`config.mk`:
```
export PLATFORM = sky130hd
export DESIGN_NAME = mem_arbiter
export DESIGN_NICKNAME = d
export VERILOG_FILES = /design/src/rtl/mem_arbiter.sv
export SDC_FILE = /design/constraint.sdc
export NUM_CORES = 1
export LEC_CHECK = 0
export ABC_AREA = 1
export CORE_MARGIN = 2
export CORE_UTILIZATION = 30
export CTS_CLUSTER_SIZE = 28
export DETAILED_ROUTE_END_ITERATION = 7
export PLACE_DENSITY = 0.63
export SYNTH_ARGS = -nofsm -noshare
export SYNTH_HDL_FRONTEND = slang
export SYNTH_SLANG_ARGS = --single-unit
```
`constraint.sdc`:
```
create_clock -name clk -period 20.1 [get_ports clk]
set_clock_uncertainty 0.15 [all_clocks]
set_input_delay 5.025 -clock clk [delete_from_list [all_inputs] [get_ports clk]]
set_output_delay 5.025 -clock clk [all_outputs]
set_load 0.005 [all_outputs]
```
`src/rtl/mem_arbiter.sv`:
```
// Round-robin arbiter that shares one unified ram between the instruction-fetch
// port and the load/store port, one access at a time, with a fixed latency.
module mem_arbiter #(
  parameter int MEM_LAT = 1  // legal 1..15
) (
  input  logic        clk,
  input  logic        reset,
  input  logic        if_req,
  input  logic [31:0] if_adr,
  output logic        if_gnt,
  output logic        if_rvalid,
  output logic [31:0] if_rdata,
  input  logic        d_req,
  input  logic        d_we,
  input  logic [31:0] d_adr,
  input  logic [31:0] d_wdata,
  output logic        d_gnt,
  output logic        d_rvalid,
  output logic [31:0] d_rdata,
  output logic [31:0] mem_adr,
  output logic        mem_load,
  output logic [31:0] mem_in,
  input  logic [31:0] mem_out,
  output logic        busy
);

  typedef enum logic [1:0] {IDLE, BUSY, RESP} state_t;
  typedef enum logic {OWN_IF, OWN_D} owner_t;

  localparam logic [3:0] LAT = 4'(MEM_LAT);

  state_t     state, state_nxt;
  owner_t     owner, last_owner;
  logic [3:0] cnt;
  logic       we_q;
  logic       if_wins;

  // Fetch wins when it is alone, or when data held the ram last time.
  assign if_wins = if_req && (!d_req || last_owner == OWN_D);

  // NOTE: every signal driven here gets a default first, so no path leaves it
  // unassigned and no latch is inferred.
  always_comb begin
    state_nxt = state;
    if_gnt    = 1'b0;
    d_gnt     = 1'b0;
    unique case (state)
      IDLE: begin
        // Grants are combinational; gating with reset keeps every output low
        // while reset is held.
        if (!reset) begin
          if (if_wins)    if_gnt = 1'b1;
          else if (d_req) d_gnt  = 1'b1;
        end
        if (if_gnt || d_gnt) state_nxt = BUSY;
      end
      BUSY:    if (cnt == 4'd1) state_nxt = RESP;
      RESP:    state_nxt = IDLE;
      default: state_nxt = IDLE;
    endcase
  end

  // NOTE: sequential state uses non-blocking assignments only, so every
  // register sees the pre-edge values of the others.
  always_ff @(posedge clk or posedge reset) begin
    if (reset) begin
      state      <= IDLE;
      owner      <= OWN_IF;
      last_owner <= OWN_D;
      cnt        <= 4'd0;
      we_q       <= 1'b0;
      mem_adr    <= '0;
      mem_in     <= '0;
      if_rdata   <= '0;
      d_rdata    <= '0;
    end else begin
      state <= state_nxt;
      unique case (state)
        IDLE: begin
          if (if_gnt || d_gnt) begin
            owner      <= if_gnt ? OWN_IF : OWN_D;
            last_owner <= if_gnt ? OWN_IF : OWN_D;
            mem_adr    <= if_gnt ? if_adr : d_adr;
            we_q       <= d_gnt && d_we;  // fetch port is read-only
            cnt        <= LAT;
            if (d_gnt) mem_in <= d_wdata;
          end
        end
        BUSY: begin
          cnt <= cnt - 4'd1;
          if (cnt == 4'd1 && !we_q) begin
            if (owner == OWN_IF) if_rdata <= mem_out;
            else                 d_rdata  <= mem_out;
          end
        end
        default: ;
      endcase
    end
  end

  // Strobe only in the first BUSY cycle: exactly one write per store. It is
  // decoded from the async-reset state, so reset drops it immediately.
  assign mem_load  = (state == BUSY) && (cnt == LAT) && we_q;
  assign if_rvalid = (state == RESP) && (owner == OWN_IF);
  assign d_rvalid  = (state == RESP) && (owner == OWN_D);
  assign busy      = (state != IDLE);

endmodule
```
==> results.txt, run 1 <==
----------------------------------------------------
[Critical path]
  Startpoint of the worst-slack reg-to-reg timing path ... state[0]
  Flop-to-flop setup slack ... 17.19 ns
  Sort of element at the start of the critical path ... primary input
  R2R Path End ... mem_adr[25]
  Depth of the most critical reg-to-reg path ... 8
  Start-to-end type of the worst setup path ... in2out
  Arrival time at the worst endpoint ... 7.60 ns
  Critical path required time ... roughly 15 ns
  Top fanout value on the critical path ... about 110
  Crit. End Element ... output port

[Yosys]
  Synth async-reset ratio ... 100%
  Cell count after synthesis ... 750
  Cell area after technology mapping ... between 6000 and 7000 um2
  Ys Warns ... 0
  Synth Flop Type ... dfrtp_1
  Area contributors post-synth ... dfrtp_1, nand2_1, nand3_1, inv_1, nand4_1
  Proportion of netlist area held by the largest area contributor ... 56.5%
  Syn_nets ... 885
  Mean post-synth cell area ... about 8.0 um2
  Seq/Total Area, Yosys ... between 50 and 60%
  Count of flip-flops with a built-in enable after synthesis ... 0
  Post-synth cell types ... 22
  Biggest area consumer among synthesized cells ... dfrtp_1
  Flop and latch count out of synthesis ... 137

[Clocking]
  CTS clk-pin slew, worst paths ... roughly 0.06 ns
  Clock Tree Buf Depth ... 2
  CTS hold repair buffers ... 0
  Clock network latency to the later pin of the worst-skew pair ... just over 0.4 ns
  Post-CTS setup buffers ... 0
  Clk root buf ... clkbuf_16
  Clk sinks ... about 140
  H-Tree Depth ... 4
  Total clock buffers created by CTS ... 17
  Number of instances resized during post-cts repair ... 0
  Clock tree from TritonCTS ... yes

[Global routing]
  Via count of the first global-routing pass ... 5729
  Overall fraction of global-route tracks in use ... 18.0%
  Remaining global-route overflow ... 0
  Largest net degree at the start of global routing ... 114
  Antenna violations before repair ... 1
  First-pass GRT wire length ... 30.8 mm

[Floorplanning]
  Die ar. ... roughly 21000 um2
  Initial core utilization ... 30.8%
  Vertical extent of the die ... 146 um
  Row cnt ... 51
  Area of the core region ... between 15000 and 20000 um2
  Die span in x ... about 150 um
  I/O pins ... 267

[Place]
  Worst-case setup slack after placement ... 7.20 ns
  Buffers added on ports ... 266
  Routability cong. ... between 0.7 and 0.8
  Post-DP HPWL ... between 10 and 15 mm
  Number of cells after detailed placement ... 1247

[Timing]
  Hold Vio Cnt, Final ... 0
  Measured slew at the worst slew-check pin ... approximately 0.97 ns
  Maximum frequency from static timing analysis ... roughly 80 MHz
  Crit path setup slack, layout ... around 7.3 ns
  Finish-stage setup viols ... 0
  Number of pins with negative max-slew slack in the final report ... 0
  Part of the cycle the worst path needs ... between 60% and 70%
  Max transition margin ... a little over a third
  RSZ-0062 raised after global routing ... false
  Aggregate negative setup slack ... 0 ns
  Post-layout min period ... 12.78 ns

[Routing]
  Routed length on met1 ... 8.01 mm
  Top layer in use ... met5
  Drt via density ... between 4 and 5
  Detailed Route Iter0 Violations ... around 230
  DRC violation count after routing ... 0
  Count of nets left with antenna violations after detail routing ... 0
  Routed length per placed instance ... roughly 15 um
  Met3 Wirelength ... 1.93 mm
  Amount of wire on met2 after detailed routing ... 8.37 mm
  1st-pass router iterations ... 6
  Total wire length ... 18.6 mm
  Routed vias ... 5724

[Power and ir drop]
  Total leakage power ... between 4 and 5 nW
  PD cells ... about 140 nW/um2
  Max VDD drop ... between 60 and 70 uV

[Min path]
  Terminating pin of the worst hold path ... if_rdata[23]
  Number of cells on the worst hold path ... 2
  Source of the worst hold timing path ... if_rdata[23]
  Hold Path Class ... reg2reg

[Cells and area]
  Net count of the finished layout ... 1136
  Non-filler cells, final ... 1279
  Fraction of final layout cells sized beyond drive strength 1 ... under 10%
  Layout area overhead ... 57.8%
  Ant. Diodes ... 0

[Run status]
  Status ... complete, no violations

[Flow run]
  Maximum Capacitance Violations ... 0

----------------------------------------------------
placed cells by master, fill, tap and decap left out, drive strengths merged, types with 2 or more instances in the layout:
cell,count
ha,2
a21oi,4
clkbuf,18
bufinv,3
nand3,98
nand4,33
clkinvlp,2
nand2,336
clkdlybuf4s50,266
dfrtp,136
clkinv,7
buf,10
inv,78
o21ai,4
nor2,9
nor3,4
synth_stat cells (2+ instances only):
cell type / count
a21oi_1: 4
buf_2: 26
clkbuf_1: 17
dfrtp_1: 136
ha_1: 2
inv_1: 66
inv_2: 10
nand2_1: 335
nand3_1: 98
nand4_1: 33
nor2_1: 8
nor3_1: 3
o21ai_1: 3
through the flow:
stage	total power [mW]	utilization [%]	area (um2)	hold WS (ns)
2_1_floorplan	0.710	-	6030	0.292
3_3_place_gp	1.06	45.5	8910	0.302
3_5_place_dp	1.07	45.5	8910	0.308
4_1_cts	1.40	48.6	9520	0.323
5_1_grt	1.48	48.6	9520	0.340
6_report	1.38	48.6	9520	0.319
cell type report:
type | count | area [um2]
Fill cell | 1955 | 10100
Sequential cell | 137 | 3430
Timing Repair Buffer | 276 | 2740
Multi-Input combinational cell | 493 | 2120
Clock buffer | 18 | 429
Tap cell | 265 | 332
Inverter | 76 | 290
Clock inverter | 14 | 173
sequential cells by signal, indices dropped and copies added, names as in the netlist, 2 cells and up:
signal and flops:
d_rdata 32, state 2, cnt 4, mem_in 32, mem_adr 32, if_rdata 32
critical path: stages:
cell	delay, ns
clkdlybuf4s50_1	0.48
inv_6	0.67
nand2_1	0.10
nor2_1	0.19
nand2_2	0.08
inv_2	0.42
clkdlybuf4s50_1	0.61
routing by layer:
layer,track usage (%),up-vias
met5,0,-
met4,5.10,2
met3,6.77,21
met2,27.9,247
met1,23.5,2605
li1,-,2849
power by group:
group          switching [mW]  internal, mW  total (mW)
logic                   0.249         0.321       0.570
clock network           0.123         0.196       0.319
registers              0.0759         0.414       0.490
cell families (layout without fill, tap and decap cells):
group	count (synthesis)	in the layout	synth area share (%)
XOR/XNOR	1	1	0.145
buffers and inverters	120	384	8.01
AO/OA/AOI/OAI	8	8	0.664
flip-flops	137	137	56.9
adder cells (fa/ha/maj)	2	2	0.415
AND/OR/NAND/NOR	482	482	33.9
worst max-delay path by stage:
stage | cells past startpoint | to | startpoint | slack, ns
after floorplan | 6 | d_gnt | reset | 9.17
after global placement | 7 | d_gnt | reset | 7.17
after detailed placement | 7 | d_gnt | reset | 7.20
after CTS | 7 | d_gnt | reset | 7.18
after global routing | 7 | d_gnt | reset | 6.99
final | 7 | d_gnt | reset | 7.32
(Power assumes the default switching activity.)
==> run 2: changes to the inputs <==
- clock period: 20.1 -> 12.4 ns (I/O delays scaled with it)
==> results.txt, run 2 (synthesis gave the netlist of run 1 again) <==
----------------------------------------------------
[Floorplanning]
  Die span in x ... roughly 150 um
  Area of the core region ... roughly 20000 um2
  I/O pins ... approximately 270
  Die ar. ... about 21000 um2
  Vertical extent of the die ... 146 um
  Initial core utilization ... between 30% and 40%
  Row cnt ... 51

[Flow run]
  Maximum Capacitance Violations ... 0

[Global routing]
  Largest net degree at the start of global routing ... 112
  Antenna violations before repair ... 0
  Via count of the first global-routing pass ... about 5800
  Overall fraction of global-route tracks in use ... around 18%
  Remaining global-route overflow ... 0
  First-pass GRT wire length ... between 30 and 40 mm

[Timing]
  Max transition margin ... ~37%
  Crit path setup slack, layout ... ~3.4 ns
  Post-layout min period ... 9.03 ns
  Hold Vio Cnt, Final ... 0
  Maximum frequency from static timing analysis ... about 110 MHz
  Number of pins with negative max-slew slack in the final report ... 0
  Worst hold slack across all endpoints ... between 0.3 and 0.4 ns
  RSZ-0062 raised after global routing ... false
  Finish-stage setup viols ... 0
  Measured slew at the worst slew-check pin ... around 0.95 ns
  Aggregate negative setup slack ... 0 ns
  Part of the cycle the worst path needs ... 72.8%

[Clocking]
  CTS clk-pin slew, worst paths ... 0.06 ns
  Clock tree from TritonCTS ... yes
  Clock Tree Buf Depth ... 2
  CTS hold repair buffers ... 0
  Clk root buf ... clkbuf_16
  Post-CTS setup buffers ... 0
  H-Tree Depth ... 4
  Clock network latency to the later pin of the worst-skew pair ... slightly above 0.4 ns
  Clk sinks ... 137
  Total clock buffers created by CTS ... 17
  Number of instances resized during post-cts repair ... 0

[Critical path]
  Arrival time at the worst endpoint ... 5.78 ns
  Critical path required time ... a little over 9 ns
  Crit. End Element ... output port
  Top fanout value on the critical path ... between 100 and 150
  Sort of element at the start of the critical path ... primary input
  Start-to-end type of the worst setup path ... in2out

[Place]
  Post-DP HPWL ... about 13 mm
  Routability cong. ... between 0.7 and 0.8
  Number of cells after detailed placement ... 1247
  Placed Instance Area ... about 9000 um2
  Buffers added on ports ... 266
  Worst-case setup slack after placement ... between 3 and 4 ns

[Cells and area]
  Leading cell type in the layout, fill and taps excluded ... nand2_1
  Post-route cell area ... around 9500 um2
  Ant. Diodes ... 0
  Net count of the finished layout ... between 1000 and 1500
  FILL cells ... approximately 1900
  Commonest cells after routing, fill and taps aside ... nand2_1, clkdlybuf4s50_1, dfrtp_1, nand3_1, inv_1
  Layout area overhead ... 58.0%
  Fraction of final layout cells sized beyond drive strength 1 ... between 5 and 6%
  Non-filler cells, final ... 1279
  Share of the core filled with cells in the final layout ... between 40% and 50%

[Routing]
  Routed length per placed instance ... about 15 um
  Count of nets left with antenna violations after detail routing ... 0
  Routed vias ... between 5000 and 6000
  Detailed Route Iter0 Violations ... about 260
  Drt via density ... between 4 and 5
  1st-pass router iterations ... 4
  Total wire length ... roughly 19 mm
  DRC violation count after routing ... 0

[Power and ir drop]
  Max VDD drop ... 107 uV
  PD cells ... roughly 240 nW/um2
  Total chip power ... around 2.2 mW
  Total leakage power ... around 4.7 nW

[Min path]
  Hold Path Class ... reg2reg

[Run status]
  Status ... complete, no violations

----------------------------------------------------
run 2: power by group:
part	switching [mW]	internal, mW	leakage (nW)
combinational	0.402	0.521	2.76
clock	0.204	0.323	0.290
sequential	0.125	0.671	1.67
run 2: worst paths after layout:
| path | start | slack, ns | depth (start not counted) | to |
|---|---|---|---|---|
| worst max-delay path | reset | 3.37 | 7 | d_gnt |
| worst min-delay path | if_rdata[8] | 0.32 | 2 | if_rdata[8] |
| worst max register to register | state[0] | 9.52 | 8 | mem_adr[19] |
| worst min register to register | if_rdata[8] | 0.32 | 2 | if_rdata[8] |
| max in group asynchronous | reset | 7.56 | 3 | if_rdata[13] |
| min in group asynchronous | reset | 3.19 | 2 | mem_adr[0] |
run 2: layer usage:
layer,track usage (%),routed length (um)
met5,0,0
met2,27.7,8440
met4,5.59,261
met3,6.55,1810
met1,23.5,8290
run 2: final cells by class:
class	instances	area, um2	share of cell area [%]
Inverter	76	290	3.05
Clock buffer	18	439	4.61
Tap cell	265	332	3.48
Sequential cell	137	3430	36.0
Clock inverter	14	173	1.81
Timing Repair Buffer	276	2740	28.7
Multi-Input combinational cell	493	2120	22.3
run 2: critical path: stages:
cell and delay [ns]:
clkdlybuf4s50_1 0.51, inv_6 0.69, nand2_1 0.10, nor2_1 0.21
nand2_2 0.08, inv_2 0.43, clkdlybuf4s50_1 0.62
==> run 3: changes to the inputs <==
- PLACE_DENSITY: 0.63 -> 0.65
- clock period: 12.4 -> 7.8 ns (I/O delays scaled with it)
==> results.txt, run 3 (synthesis gave the netlist of run 1 again) <==
----------------------------------------------------
[Run status]
  Status ... complete, no violations

[Floorplanning]
  I/O pins ... 267
  Row cnt ... just over 50
  Vertical extent of the die ... around 150 um
  Die ar. ... ~21000 um2
  Area of the core region ... 19600 um2
  Die span in x ... 146 um
  Initial core utilization ... a little over 30%

[Timing]
  Max transition margin ... 23.7%
  Worst hold slack across all endpoints ... around 0.32 ns
  RSZ-0062 raised after global routing ... false
  Hold Vio Cnt, Final ... 0
  Number of pins with negative max-slew slack in the final report ... 0
  Post-layout min period ... approximately 5.9 ns
  Aggregate negative setup slack ... 0 ns
  Part of the cycle the worst path needs ... between 70% and 80%
  Finish-stage setup viols ... 0
  Measured slew at the worst slew-check pin ... around 1.1 ns
  Maximum frequency from static timing analysis ... around 170 MHz

[Critical path]
  Crit. End Element ... output port
  Top fanout value on the critical path ... 53
  Start-to-end type of the worst setup path ... in2out
  Arrival time at the worst endpoint ... about 3.8 ns
  Critical path required time ... approximately 5.7 ns
  Sort of element at the start of the critical path ... primary input

[Routing]
  Routed length per placed instance ... around 15 um
  1st-pass router iterations ... 4
  Drt via density ... roughly 4.5
  Detailed Route Iter0 Violations ... 271
  Routed vias ... about 5800
  Total wire length ... 18.9 mm
  Count of nets left with antenna violations after detail routing ... 0
  DRC violation count after routing ... 0

[Clocking]
  CTS clk-pin slew, worst paths ... approximately 0.060 ns
  H-Tree Depth ... 4
  Number of instances resized during post-cts repair ... 0
  Post-CTS setup buffers ... 0
  Total clock buffers created by CTS ... 17
  CTS hold repair buffers ... 0
  Clock tree from TritonCTS ... yes
  Clock Tree Buf Depth ... 2
  Clock network latency to the later pin of the worst-skew pair ... ~0.42 ns
  Clk root buf ... clkbuf_16
  Clk sinks ... ~140

[Power and ir drop]
  Switching power of the nets ... approximately 1.2 mW
  Max VDD drop ... 160 uV
  Sequential cell fraction of total power ... 35.9%
  Internal cell power ... about 2.4 mW
  Share of total power in the clock network ... ~22%
  Switching fraction of total power ... between 30% and 40%
  Total leakage power ... 4.72 nW
  Share of power burned in combinational logic ... between 40% and 50%
  PD cells ... ~370 nW/um2

[Cells and area]
  Footprint of the multi-input gates ... about 2100 um2
  Area of all sequential standard cells ... around 3400 um2
  Leading cell type in the layout, fill and taps excluded ... nand2_1
  Fraction of final layout cells sized beyond drive strength 1 ... around 6%
  Commonest cells after routing, fill and taps aside ... nand2_1, clkdlybuf4s50_1, dfrtp_1, nand3_1, inv_1
  Share of the core filled with cells in the final layout ... approximately half
  Net count of the finished layout ... around 1100
  FILL cells ... 1939
  Ant. Diodes ... 0
  Layout area overhead ... 57.5%
  Non-filler cells, final ... about 1300

[Global routing]
  Largest net degree at the start of global routing ... between 70 and 80
  Remaining global-route overflow ... 0
  Via count of the first global-routing pass ... roughly 5800
  First-pass GRT wire length ... about 31 mm
  Overall fraction of global-route tracks in use ... roughly 18%
  Antenna violations before repair ... 1

[Flow run]
  Maximum Capacitance Violations ... 0

[Place]
  Number of cells after detailed placement ... approximately 1200
  Post-DP HPWL ... 13.1 mm
  Routability cong. ... 0.784
  Buffers added on ports ... 266

[Min path]
  Hold Path Class ... reg2reg

----------------------------------------------------
-- run 3: through the flow --
step	worst slack [ns]	cell area (um2)	total power, mW
after floorplan	0.0791	6030	1.83
after global placement	1.84	8920	2.74
after detailed placement	1.86	8920	2.76
after CTS	1.84	9500	3.57
after global routing	1.69	9500	3.79
final	1.90	9500	3.52
-- run 3: critical path: stages --
cell and delay, ns:
clkdlybuf4s50_1 0.49, inv_6 0.39, nand2_1 0.09, nor2_1 0.18
nand2_2 0.10, inv_2 0.07, clkdlybuf4s50_1 0.52
-- run 3: cell type report --
cell class / instances / area share (%)
sequential: 137 / 36.1
clock inverter: 14 / 1.44
timing repair buffer: 277 / 28.9
inverter: 76 / 3.06
tap: 265 / 3.49
multi-input combinational: 493 / 22.4
clock buffer: 18 / 4.62
-- run 3: worst paths after layout --
kind / start / endpoint / slack [ns] / cells after the start
worst max-delay path: reset / d_gnt / 1.90 / 7
worst min-delay path: if_rdata[18] / if_rdata[18] / 0.32 / 2
worst max register to register: state[0] / mem_adr[15] / 4.91 / 8
worst min register to register: if_rdata[18] / if_rdata[18] / 0.32 / 2
max in group asynchronous: reset / mem_in[16] / 4.44 / 3
min in group asynchronous: reset / mem_adr[9] / 1.83 / 2
-- run 3: power groups by stage --
stage	clock (mW)	sequential, mW	combinational [mW]
after floorplan	0	1.29	0.543
after global placement	0	1.26	1.47
after detailed placement	0	1.27	1.49
after CTS	0.810	1.26	1.50
after global routing	0.843	1.31	1.64
final	0.786	1.26	1.47
-- run 3: layer usage --
metal	up-vias	global-route usage, %	wire length [um]
li1	2844	-	-
met1	2668	24.4	8140
met2	233	28.0	8580
met3	16	7.18	1970
met4	2	5.44	172
met5	-	0	11
